**src/rtl/servo_pwm_pkg.sv**
```systemverilog
// Shared helpers for the servo PWM bank: width derivation and parameter legality.
package servo_pwm_pkg;

  function automatic int clog2(input int unsigned v);
    int r;
    longint unsigned x;
    r = 0;
    x = 1;
    while (x < v) begin
      x = x << 1;
      r++;
    end
    return r;
  endfunction

  // Clocks per PWM tick (integer floor).
  function automatic int div_f(input int clk_hz, input int tick_hz);
    return clk_hz / tick_hz;
  endfunction

  // Frame counter width.
  function automatic int fw_f(input int frame_ticks);
    return clog2(frame_ticks);
  endfunction

  // Channel address width, at least one bit.
  function automatic int cw_f(input int channels);
    return (channels < 2) ? 1 : clog2(channels);
  endfunction

  // Widest pulse must leave a low interval in every frame; prescaler needs >= 2.
  function automatic bit legal_f(input int min_ticks, input int duty_w,
                                 input int frame_ticks, input int div);
    return ((min_ticks + (1 << duty_w) - 1) < frame_ticks) && (div >= 2);
  endfunction

endpackage

```
**src/rtl/servo_pwm_channel.sv**
```systemverilog
// One servo lane: shadow/active duty pair, optional slew limit, frame-latched enable, comparator.
module servo_pwm_channel
  import servo_pwm_pkg::*;
#(
  parameter int DUTY_W    = 8,
  parameter int FW        = 12,
  parameter int SW        = 13,
  parameter int MIN_TICKS = 64,
  parameter int SLEW_STEP = 0
) (
  input  logic              clock,
  input  logic              reset,
  input  logic              wr,
  input  logic [DUTY_W-1:0] duty,
  input  logic              wrap,
  input  logic              en_in,
  input  logic [FW-1:0]     fcnt,
  output logic              pwm
);

  logic [DUTY_W-1:0] shadow, active, next_active, diff;
  logic              en_q;
  logic [SW-1:0]     thr;

  // Threshold in a widened sum so MIN_TICKS + active cannot wrap.
  assign thr = SW'(MIN_TICKS) + SW'(active);

  // Next active value at the frame boundary: jump to shadow, or step toward it without overshoot.
  always_comb begin
    next_active = shadow;
    diff        = (shadow > active) ? (shadow - active) : (active - shadow);
    if ((SLEW_STEP > 0) && (int'(diff) > SLEW_STEP))
      next_active = (shadow > active) ? (active + DUTY_W'(SLEW_STEP))
                                      : (active - DUTY_W'(SLEW_STEP));
  end

  // Shadow takes writes any time; active/enable move only on wrap, so pulses are never cut.
  always_ff @(posedge clock or posedge reset) begin
    if (reset) begin
      shadow <= '0;
      active <= '0;
      en_q   <= 1'b0;
      pwm    <= 1'b0;
    end else begin
      if (wr) shadow <= duty;
      if (wrap) begin
        active <= next_active;  // uses pre-write shadow when load and wrap coincide
        en_q   <= en_in;
      end
      pwm <= en_q && (SW'(fcnt) < thr);
    end
  end

endmodule

```
**src/rtl/servo_pwm_bank.sv**
```systemverilog
// Multi-channel frame-aligned servo PWM: tick prescaler, frame counter, load decode, lanes.
module servo_pwm_bank
  import servo_pwm_pkg::*;
#(
  parameter int CLK_HZ      = 50_000_000,
  parameter int TICK_HZ     = 128_000,
  parameter int CHANNELS    = 4,
  parameter int DUTY_W      = 8,
  parameter int FRAME_TICKS = 2560,
  parameter int MIN_TICKS   = 64,
  parameter int SLEW_STEP   = 0
) (
  input  logic                       clock,
  input  logic                       reset,
  input  logic                       load,
  input  logic [cw_f(CHANNELS)-1:0]  chan,
  input  logic [DUTY_W-1:0]          duty,
  input  logic [CHANNELS-1:0]        enable,
  output logic                       frame_start,
  output logic [CHANNELS-1:0]        PWMOut
);

  localparam int DIV = div_f(CLK_HZ, TICK_HZ);
  localparam int FW  = fw_f(FRAME_TICKS);
  localparam int CW  = cw_f(CHANNELS);
  localparam int PCW = clog2(DIV);
  localparam int SW  = ((FW > DUTY_W) ? FW : DUTY_W) + 1;

  if (!legal_f(MIN_TICKS, DUTY_W, FRAME_TICKS, DIV)) begin : g_illegal
    $error("servo_pwm_bank: pulse range does not fit in frame, or DIV < 2");
  end

  logic [PCW-1:0] pcnt;
  logic [FW-1:0]  fcnt;
  logic           tick, wrap, wrap_q;

  assign tick = (pcnt == PCW'(DIV - 1));
  assign wrap = tick && (fcnt == FW'(FRAME_TICKS - 1));

  // Prescaler and frame counter; frame_start trails the wrap by two edges so it lines up
  // with the first PWMOut sample computed from the new active values.
  always_ff @(posedge clock or posedge reset) begin
    if (reset) begin
      pcnt        <= '0;
      fcnt        <= '0;
      wrap_q      <= 1'b0;
      frame_start <= 1'b0;
    end else begin
      pcnt <= tick ? '0 : pcnt + PCW'(1);
      if (tick) fcnt <= wrap ? '0 : fcnt + FW'(1);
      wrap_q      <= wrap;
      frame_start <= wrap_q;
    end
  end

  // Out-of-range chan values match no lane, so those loads are dropped.
  for (genvar i = 0; i < CHANNELS; i++) begin : g_ch
    servo_pwm_channel #(
      .DUTY_W   (DUTY_W),
      .FW       (FW),
      .SW       (SW),
      .MIN_TICKS(MIN_TICKS),
      .SLEW_STEP(SLEW_STEP)
    ) u_ch (
      .clock(clock),
      .reset(reset),
      .wr   (load && (chan == CW'(i))),
      .duty (duty),
      .wrap (wrap),
      .en_in(enable[i]),
      .fcnt (fcnt),
      .pwm  (PWMOut[i])
    );
  end

endmodule

```
**config.mk**
```make
export PLATFORM = sky130hd
export DESIGN_NAME = servo_pwm_bank
export DESIGN_NICKNAME = d
export VERILOG_FILES = /design/src/rtl/servo_pwm_pkg.sv /design/src/rtl/servo_pwm_channel.sv /design/src/rtl/servo_pwm_bank.sv
export SDC_FILE = /design/constraint.sdc
export NUM_CORES = 1
export LEC_CHECK = 0
export ABC_AREA = 1
export CAP_MARGIN = 15
export CORE_MARGIN = 5
export CORE_UTILIZATION = 29
export DETAILED_ROUTE_END_ITERATION = 7
export PLACE_DENSITY_LB_ADDON = 0.25
export SYNTH_ARGS = -nofsm -noshare
export SYNTH_HDL_FRONTEND = slang
export SYNTH_SLANG_ARGS = --single-unit
```
**constraint.sdc**
```tcl
create_clock -name clock -period 5.65 [get_ports clock]
set_input_delay 0.8475 -clock clock [delete_from_list [all_inputs] [get_ports clock]]
set_output_delay 0.8475 -clock clock [all_outputs]
set_load 0.01 [all_outputs]
```
Word level (Yosys, flattened, before mapping) --
Index checks and enable logic that the tools add are counted.
Storage, ports and cells: output and inout port bits 5, bits of input ports 17, logic and storage cells 47, flip-flop bits (word level) 95
Cells by class: multiplexer cells 2, reduce and logical (&&, ||, !) cells 10, $add $sub $neg 6, eq/ne operators 5, order comparisons 4
Operators by type and width (number):
- $lt 12x13->1 | 4
- $add 7x8->9 const A | 4
- $add 12x1->12 const B | 1
- $eq 12x12->1 const B | 1
- $mux 12 | 1
- $add 9x1->9 const B | 1
- $eq 9x9->1 const B | 1
- $logic_and 1x1->1 | 9
- $mux 9 | 1
- $eq 2x2->1 const B | 2
- $eq 2x1->1 const B | 1
- $logic_not 2->1 | 1

Logic depth before layout (Yosys ltp) --
Gate-level depths: netlist (run 1).
depth after elaboration 3, gate-level depth with buffers 9, depth with buffers taken out 9

By module --
A second synthesis (run 1) with hierarchy kept.
Unflattened totals: cells, all modules 567, area total of the unflattened synthesis 5053.6 um^2
By module, submodules not included:
- servo_pwm_channel | area an instance 939.7 um^2, seq. area each 450.4 um^2, instances 4, cells an instance 98
- servo_pwm_bank | area an instance 1295.0 um^2, seq. area each 575.6 um^2, instances 1, cells an instance 175

Worst setup path after synthesis (run 1) --
OpenSTA, ideal clock, no wires.
path kind reg-to-reg, start register fcnt[1], end register fcnt[5], data arrival time 1.478 ns, clock period less this slack 1.594 ns, path slack 4.056 ns, stages on the path, launching flop included 10, cells stage by stage dfrtp_1 > ha_1 > nand2_2 > nor2_2 > nand2_2 > nor2_8 > nand2_4 > buf_6 > nand3_2 > nand2_1
Between the ends: word-level cells in the longest chain between the ends 3, elaborated cells between the ends (all ways) 4, classes of those cells 1 x add/sub; 1 x eq/ne; 1 x mux; 1 x reduce/logical
RTL lines:
- from (decl) | RTL line servo_pwm_bank.sv:34 | logic [FW-1:0] fcnt;
- from (signal assigned) | RTL line servo_pwm_bank.sv:50 | if (tick) fcnt <= wrap ? '0 : fcnt + FW'(1);
- branches (longest 2 deep; another with $add 12x1->12)
- $mux 12 * | RTL line servo_pwm_bank.sv:50
Mark *: on every way between the ends. A chain may end at the register's enable or synchronous reset.

Worst setup path in the final report (run 1) --
start register pcnt[1], end register fcnt[9]
Between the ends: word-level cells in the longest chain between the ends 3
RTL lines:
- from (decl) | RTL line servo_pwm_bank.sv:33 | logic [PCW-1:0] pcnt;
- from (signal assigned) | RTL line servo_pwm_bank.sv:49 | pcnt <= tick ? '0 : pcnt + PCW'(1);
- $eq 9x9->1 * | RTL line servo_pwm_bank.sv:37 | assign tick = (pcnt == PCW'(DIV - 1));
- $logic_and 1x1->1 | RTL line servo_pwm_bank.sv:38 | assign wrap = tick && (fcnt == FW'(FRAME_TICKS - 1));
- $mux 12 | RTL line servo_pwm_bank.sv:50
Mark *: on every way between the ends. The rest lies on a longest branch, timed or not.

==> metrics.txt, run 1 <==
cell at the slowest stage of the critical path=nor2_4; worst-path maximum fanout=between 40 and 50; Ys Warns=0; CP peak stage delay=0.66 ns; Clock Path Buffers=2; CTS tree=built; core box area=16640 sq um; PD cells=252.9 nW/um^2; GPL Wtd Cong=~0.82; HPWL Detailed=slightly above 7 mm; synth top area cells=dfrtp_1, nand2_1, ha_1; number of max-cap violations=0; Post-synth top cells=nand2_1, dfrtp_1, inv_1, nand3_1; postcts setup bufs=0; number of global-route vias before repair=approximately 3900; synthesized cell area=between 4000 and 5000 sq um; CTS Hold Bufs=0; die area=approximately 20000 sq um; first-pass GRT wire length=~18 mm; CTS root buf=clkbuf_16; Mapped Nets=roughly 650; Final Setup Violations=0; worst endpoint required time=~5.9 ns; clk slew on worst S/H paths=about 0.060 ns; R2R Setup Slk=3.14 ns; worst-skew pair later-pin latency=roughly 0.35 ns; # port buffers=21; Avg WL per Cell=between 10 and 15 um; crit-path cells=inv_1 > ha_1 > nand4_1 > nor2_4 > buf_4 > nand2_4 > nand3_1 > nand2_1; Netlist cell types=23; Clk pwr share=43.3%; min cycle time layout=roughly 2.5 ns; worst slew pin tran=between 0.9 and 1 ns; CTS sink cnt=between 90 and 100; wire length on met3=327 um; n_diodes=0; Reg power frac=a little over half; total global routing overflow=0; final core utilization=~34%; top_reg_cell synth=dfrtp_1; Crit. End Element=register; switch share=around 22%; Final Hold Viols=0; largest net degree at the start of global routing=59; RSZ-0062 raised after global routing=no; H-tree depth=3; Rows=47; Tcrit/Tclk final=around 44%; Relative slew margins=between 30% and 40%; internal power=around 1.1 mW; setup TNS=0 ns; Post-Synthesis Cells=591; Area after DPL=about 5300 sq um; layout cells sized above 1=about 4.6%; Gate power share=under 10%; Avg Cell Area, Syn=about 8.3 sq um; outcome=finished, final reports clean; DRC viols=0; Synth area leader=dfrtp_1; antenna violations before repair=0; Sw Pwr=between 300 and 400 uW; num ports=22; uppermost layer routed=met4; ys async rst share=100.0%; Die Y=140.3 um; number of enable flip-flop cells after synthesis=0; Routed Antenna Nets=0; total CTS buffers=9; starting density of the core=between 20% and 30%; vias=between 3000 and 4000; Critical Path Start Type=register; Tightest Hold Check Type=reg -> reg; crit path buf inv count=2; max-slew violations=0; VDD IR max=~0.14 mV; Top Family by Delay on Critical Path=simple AND/OR/NAND/NOR gates; FMAX=~0.40 GHz; post-DR vias/cell=between 4 and 5; starting DRC count in detailed routing=190; post-CTS sizing=0; GRT Resource Usage Total=a little under an eighth; wire length on met1=4.956 mm; 1st-pass router iterations=4; Lkg Pwr=between 2 and 3 nW; Worst Clk Skew=between 0.007 and 0.008 ns; Met2 Routed Length=~4.6 mm; Pwr Total=approximately 1.4 mW; Layout Cell Area excl Fill=5582 sq um; final WL=slightly above 10 mm; chip width=around 140 um; register area share after synthesis=48.27%; Area Overhead vs Synth=13.34%; Synth top area share=around half; Critical Path AT=around 2.7 ns; Crit Path Class=reg -> reg; count leader, synth=nand2_1; Synth Register Bits=95; Final #Nets=660
final cells by class:
| cell class | instances | area (sq um) |
|---|---|---|
| fillers | 1761 | 11060 |
| repair buffers | 23 | 225.2 |
| multi-input cells | 410 | 2161 |
| inverters | 65 | 245.2 |
| clock inverters | 4 | 55.05 |
| flip-flops and latches | 95 | 2377 |
| well taps | 220 | 275.3 |
| clock buffers | 11 | 242.7 |
worst reg2reg max path: cells and delay by family, from the launching register on:
family | cells | cell delay, ns
fa+ha+maj | 1 | 0.13
flops | 1 | 0.39
buf+inv | 2 | 0.47
simple gates | 5 | 1.41
logic make-up (layout without fill, tap and decap cells):
group                      after synthesis  after routing  share of synthesized area, %
xor gates and xnor gates                 9              9                         1.601
buffers and inverters                   86            103                         7.952
DFF                                     95             95                         48.27
AOI/OAI and AO/OA                       53             53                         5.386
adders and majority gates               39             39                         9.909
and+or+nand+nor                        309            309                         26.88
power groups by stage:
stage	clock [mW]	combinational, mW	sequential (mW)
detailed placement	0	0.0654	0.750
global placement	0	0.0626	0.749
global route	0.654	0.0760	0.741
floorplan	0	0.0409	0.743
finish	0.611	0.0630	0.738
CTS	0.626	0.0654	0.737
placed cells by master (no fill, tap or decap), types with 6 or more instances in the layout:
| master | n |
|---|---|
| nand3_1 | 58 |
| inv_1 | 63 |
| nor3_1 | 8 |
| dfrtp_1 | 95 |
| xor2_1 | 6 |
| ha_1 | 39 |
| clkbuf_16 | 9 |
| nand4_1 | 6 |
| a21oi_1 | 14 |
| nand2_1 | 192 |
| clkdlybuf4s50_1 | 21 |
| o21ai_0 | 39 |
| nor2_1 | 33 |
stage by stage:
stage / instances / hold WS, ns / worst slack (ns)
2_1_floorplan: 591 / 0.3312 / 2.325
3_3_place_gp: 813 / 0.3429 / 3.154
3_5_place_dp: 813 / 0.3443 / 3.082
4_1_cts: 828 / 0.3596 / 3.074
5_1_grt: 828 / 0.3638 / 2.831
6_report: 828 / 0.3551 / 3.144
sequential cells by signal (all words and copies together) (netlist names):
signal / cells
frame_start: 1
wrap_q: 1
g_ch.u_ch.en_q: 4
g_ch.u_ch.active: 32
g_ch.u_ch.pwm: 4
g_ch.u_ch.next_active: 32
pcnt: 9
fcnt: 12
final timing paths:
| path | from | endpoint | depth (start not counted) |
|---|---|---|---|
| setup reg to reg | pcnt[1] | fcnt[9] | 8 |
| hold / removal | wrap_q | frame_start | 0 |
| max in group asynchronous | reset | g_ch[0].u_ch.pwm | 3 |
| min in group asynchronous | reset | g_ch[3].u_ch.next_active[1] | 2 |
| setup / recovery | pcnt[1] | fcnt[9] | 8 |
| hold reg to reg | wrap_q | frame_start | 0 |
routing by layer:
layer | up-vias | track usage, %
met5 | - | 0
met4 | 0 | 5.201
met3 | 14 | 2.079
met2 | 55 | 18.47
met1 | 1728 | 14.76
li1 | 1906 | -
(Power assumes the default switching activity.)
==> run 2: changes to the inputs <==
clock period = 2.2 ns   (was 5.65 ns; I/O delays follow)
==> metrics.txt, run 2 (same netlist as run 1, synthesis figures left out) <==
Relative slew margins=59.31% (was 36.91%); H-tree depth=3 (unchanged); setup TNS=0 ns (unchanged); worst-skew pair later-pin latency=0.35 ns (about the same); switch share=23.27% (was 22.31%); cell at the slowest stage of the critical path=dfrtp_1 (was nor2_4); Worst Reg-to-Reg Cells=8 (unchanged); first-pass GRT wire length=18.09 mm (was 18.42 mm); WHS Path Cells=0 (unchanged); Avg WL per Cell=12.58 um (was 12.21 um); commonest non-fill, non-tap cell in the layout=nand2_1 (unchanged); Final Hold Viols=0 (unchanged); final WL=10.51 mm (was 10.11 mm); CTS root buf=clkbuf_16 (unchanged); internal power=2.806 mW (was 1.097 mW); num ports=22 (unchanged); total CTS buffers=9 (unchanged); DRC viols=0 (unchanged); layout cells sized above 1=5.844% (was 4.605%); Crit. End Element=register (unchanged); Clk pwr share=43.5% (was 43.3%); most frequent cells in the layout=nand2_1, dfrtp_1, inv_1 (unchanged); post-CTS sizing=0 (unchanged); number of global-route vias before repair=3644 (was 3887); Worst Setup SP=fcnt[1] (was pcnt[1]); R2R Setup Slk=0.27 ns (was 3.14 ns); Top cell by count, worst path=nand2_2; FMAX=0.5185 GHz (was 0.3990 GHz); Crit Path Class=reg -> reg (unchanged); worst slew pin tran=0.6086 ns (was 0.9453 ns); PD cells=645.4 nW/um^2 (was 252.9 nW/um^2); r2r startpoint=fcnt[1] (was pcnt[1]); GPL Wtd Cong=0.7871 (was 0.8238); HPWL Detailed=7.553 mm (was 7.241 mm); Final Setup Violations=0 (unchanged); Area Overhead vs Synth=15.04% (was 13.34%); outcome=finished, final reports clean (unchanged); worst endpoint required time=2.49 ns (was 5.88 ns); GRT Resource Usage Total=11.33% (was 11.38%); CTS sink cnt=95 (unchanged); # port buffers=21 (unchanged); worst-path maximum fanout=36 (was 43); chip width=140.3 um (unchanged); fill cell count=1721 (was 1761); Final #Nets=667 (was 660); Critical Path Start Type=register (unchanged); n_diodes=0 (unchanged); CP peak stage delay=0.50 ns (was 0.66 ns); Rows=47 (unchanged); starting density of the core=29.59% (unchanged); clk slew on worst S/H paths=0.07 ns (was 0.06 ns); final core utilization=34.04% (was 33.54%); Tightest Hold Check Type=reg -> reg (unchanged); Die Y=140.3 um (unchanged); Routed Antenna Nets=0 (unchanged); largest net degree at the start of global routing=96 (was 59); Worst Clk Skew=0.01128 ns (was 0.007825 ns); vias=3742 (was 3703); Hold Slack=0.3553 ns (was 0.3551 ns); number of max-cap violations=0 (unchanged); post-DR vias/cell=4.476 (was 4.472); max-slew violations=0 (unchanged); Clock Path Buffers=2 (unchanged); Reg power frac=51.9% (was 52.2%); Critical Path AT=2.22 ns (was 2.74 ns); VDD IR max=0.3488 mV (was 0.1435 mV); Gate power share=4.6% (was 4.5%); CTS Hold Bufs=0 (unchanged); starting DRC count in detailed routing=211 (was 190); Setup crit end=g_ch[1].u_ch.active[2] (was fcnt[9]); min cycle time layout=1.929 ns (was 2.506 ns); total global routing overflow=0 (unchanged); Sw Pwr=850.7 uW (was 315.0 uW); Lkg Pwr=2.848 nW (was 2.805 nW); r2r endpoint=g_ch[1].u_ch.active[2] (was fcnt[9]); antenna violations before repair=0 (unchanged); crit-path cells=ha_1 > nand2_2 > nor2_2 > nand2_2 > nor2_8 > buf_4 > nand3_1 > nand2_1 (was inv_1 > ha_1 > nand4_1 > nor2_4 > buf_4 > nand2_4 > nand3_1 > nand2_1); core box area=16640 sq um (unchanged); Tcrit/Tclk final=87.66% (was 44.36%); die area=19690 sq um (unchanged); 1st-pass router iterations=6 (was 4); RSZ-0062 raised after global routing=no (unchanged); CTS tree=built (unchanged); postcts setup bufs=0 (unchanged)
-- run 2: cell count changes in the layout (fill, tap and decap cells not counted), sizes merged --
cell	before	now
buf	2	9
inv	65	68
clkinv	2	0
clkbuf	11	10
clkinvlp	1	2
-- run 2: area by class of cell --
class | instances | area [sq um] | share of cell area (%)
Clock inverter | 6 | 72.57 | 1.281
Inverter | 65 | 247.7 | 4.373
Sequential cell | 95 | 2377 | 41.96
Multi-Input combinational cell | 410 | 2161 | 38.14
Timing Repair Buffer | 30 | 302.8 | 5.345
Tap cell | 220 | 275.3 | 4.859
Clock buffer | 10 | 229.0 | 4.042
-- run 2: power groups by stage --
| stage | logic [mW] | registers, mW | clock network, mW |
|---|---|---|---|
| after floorplan | 0.106 | 1.91 | 0 |
| after global placement | 0.166 | 1.93 | 0 |
| after detailed placement | 0.172 | 1.93 | 0 |
| after CTS | 0.173 | 1.90 | 1.65 |
| after global routing | 0.199 | 1.91 | 1.71 |
| final | 0.168 | 1.90 | 1.59 |
-- run 2: worst min path at each step --
stage | endpoint | startpoint | slack (ns)
detailed placement | frame_start | wrap_q | 0.34
CTS | frame_start | wrap_q | 0.36
global placement | frame_start | wrap_q | 0.34
global route | frame_start | wrap_q | 0.37
finish | frame_start | wrap_q | 0.36
floorplan | frame_start | wrap_q | 0.33
-- run 2: stage by stage --
step / total power [mW] / cells / cell area (sq um) / worst slack (ns)
after floorplan: 2.015 / 591 / 4928 / 0.6057
after global placement: 2.095 / 820 / 5364 / 0.3315
after detailed placement: 2.104 / 820 / 5364 / 0.2922
after CTS: 3.719 / 836 / 5665 / 0.2741
after global routing: 3.819 / 836 / 5665 / 0.1226
final: 3.656 / 836 / 5665 / 0.2714
-- run 2: routing by layer --
layer  global-route usage (%)  share of wire (%)  vias up
li1                         -                  -     1927
met1                    15.03                 48     1754
met2                    17.87                 46       54
met3                    3.374                4.5        7
met4                    3.468                1.4        0
met5                        0                  0        -
-- run 2: worst max-delay path, delay by kind of cell (launching register included) --
| family | cells | cell delay (ns) |
|---|---|---|
| AND/OR/NAND/NOR | 6 | 0.71 |
| buffers and inverters | 1 | 0.36 |
| flip-flops | 1 | 0.50 |
| adder cells (fa/ha/maj) | 1 | 0.28 |
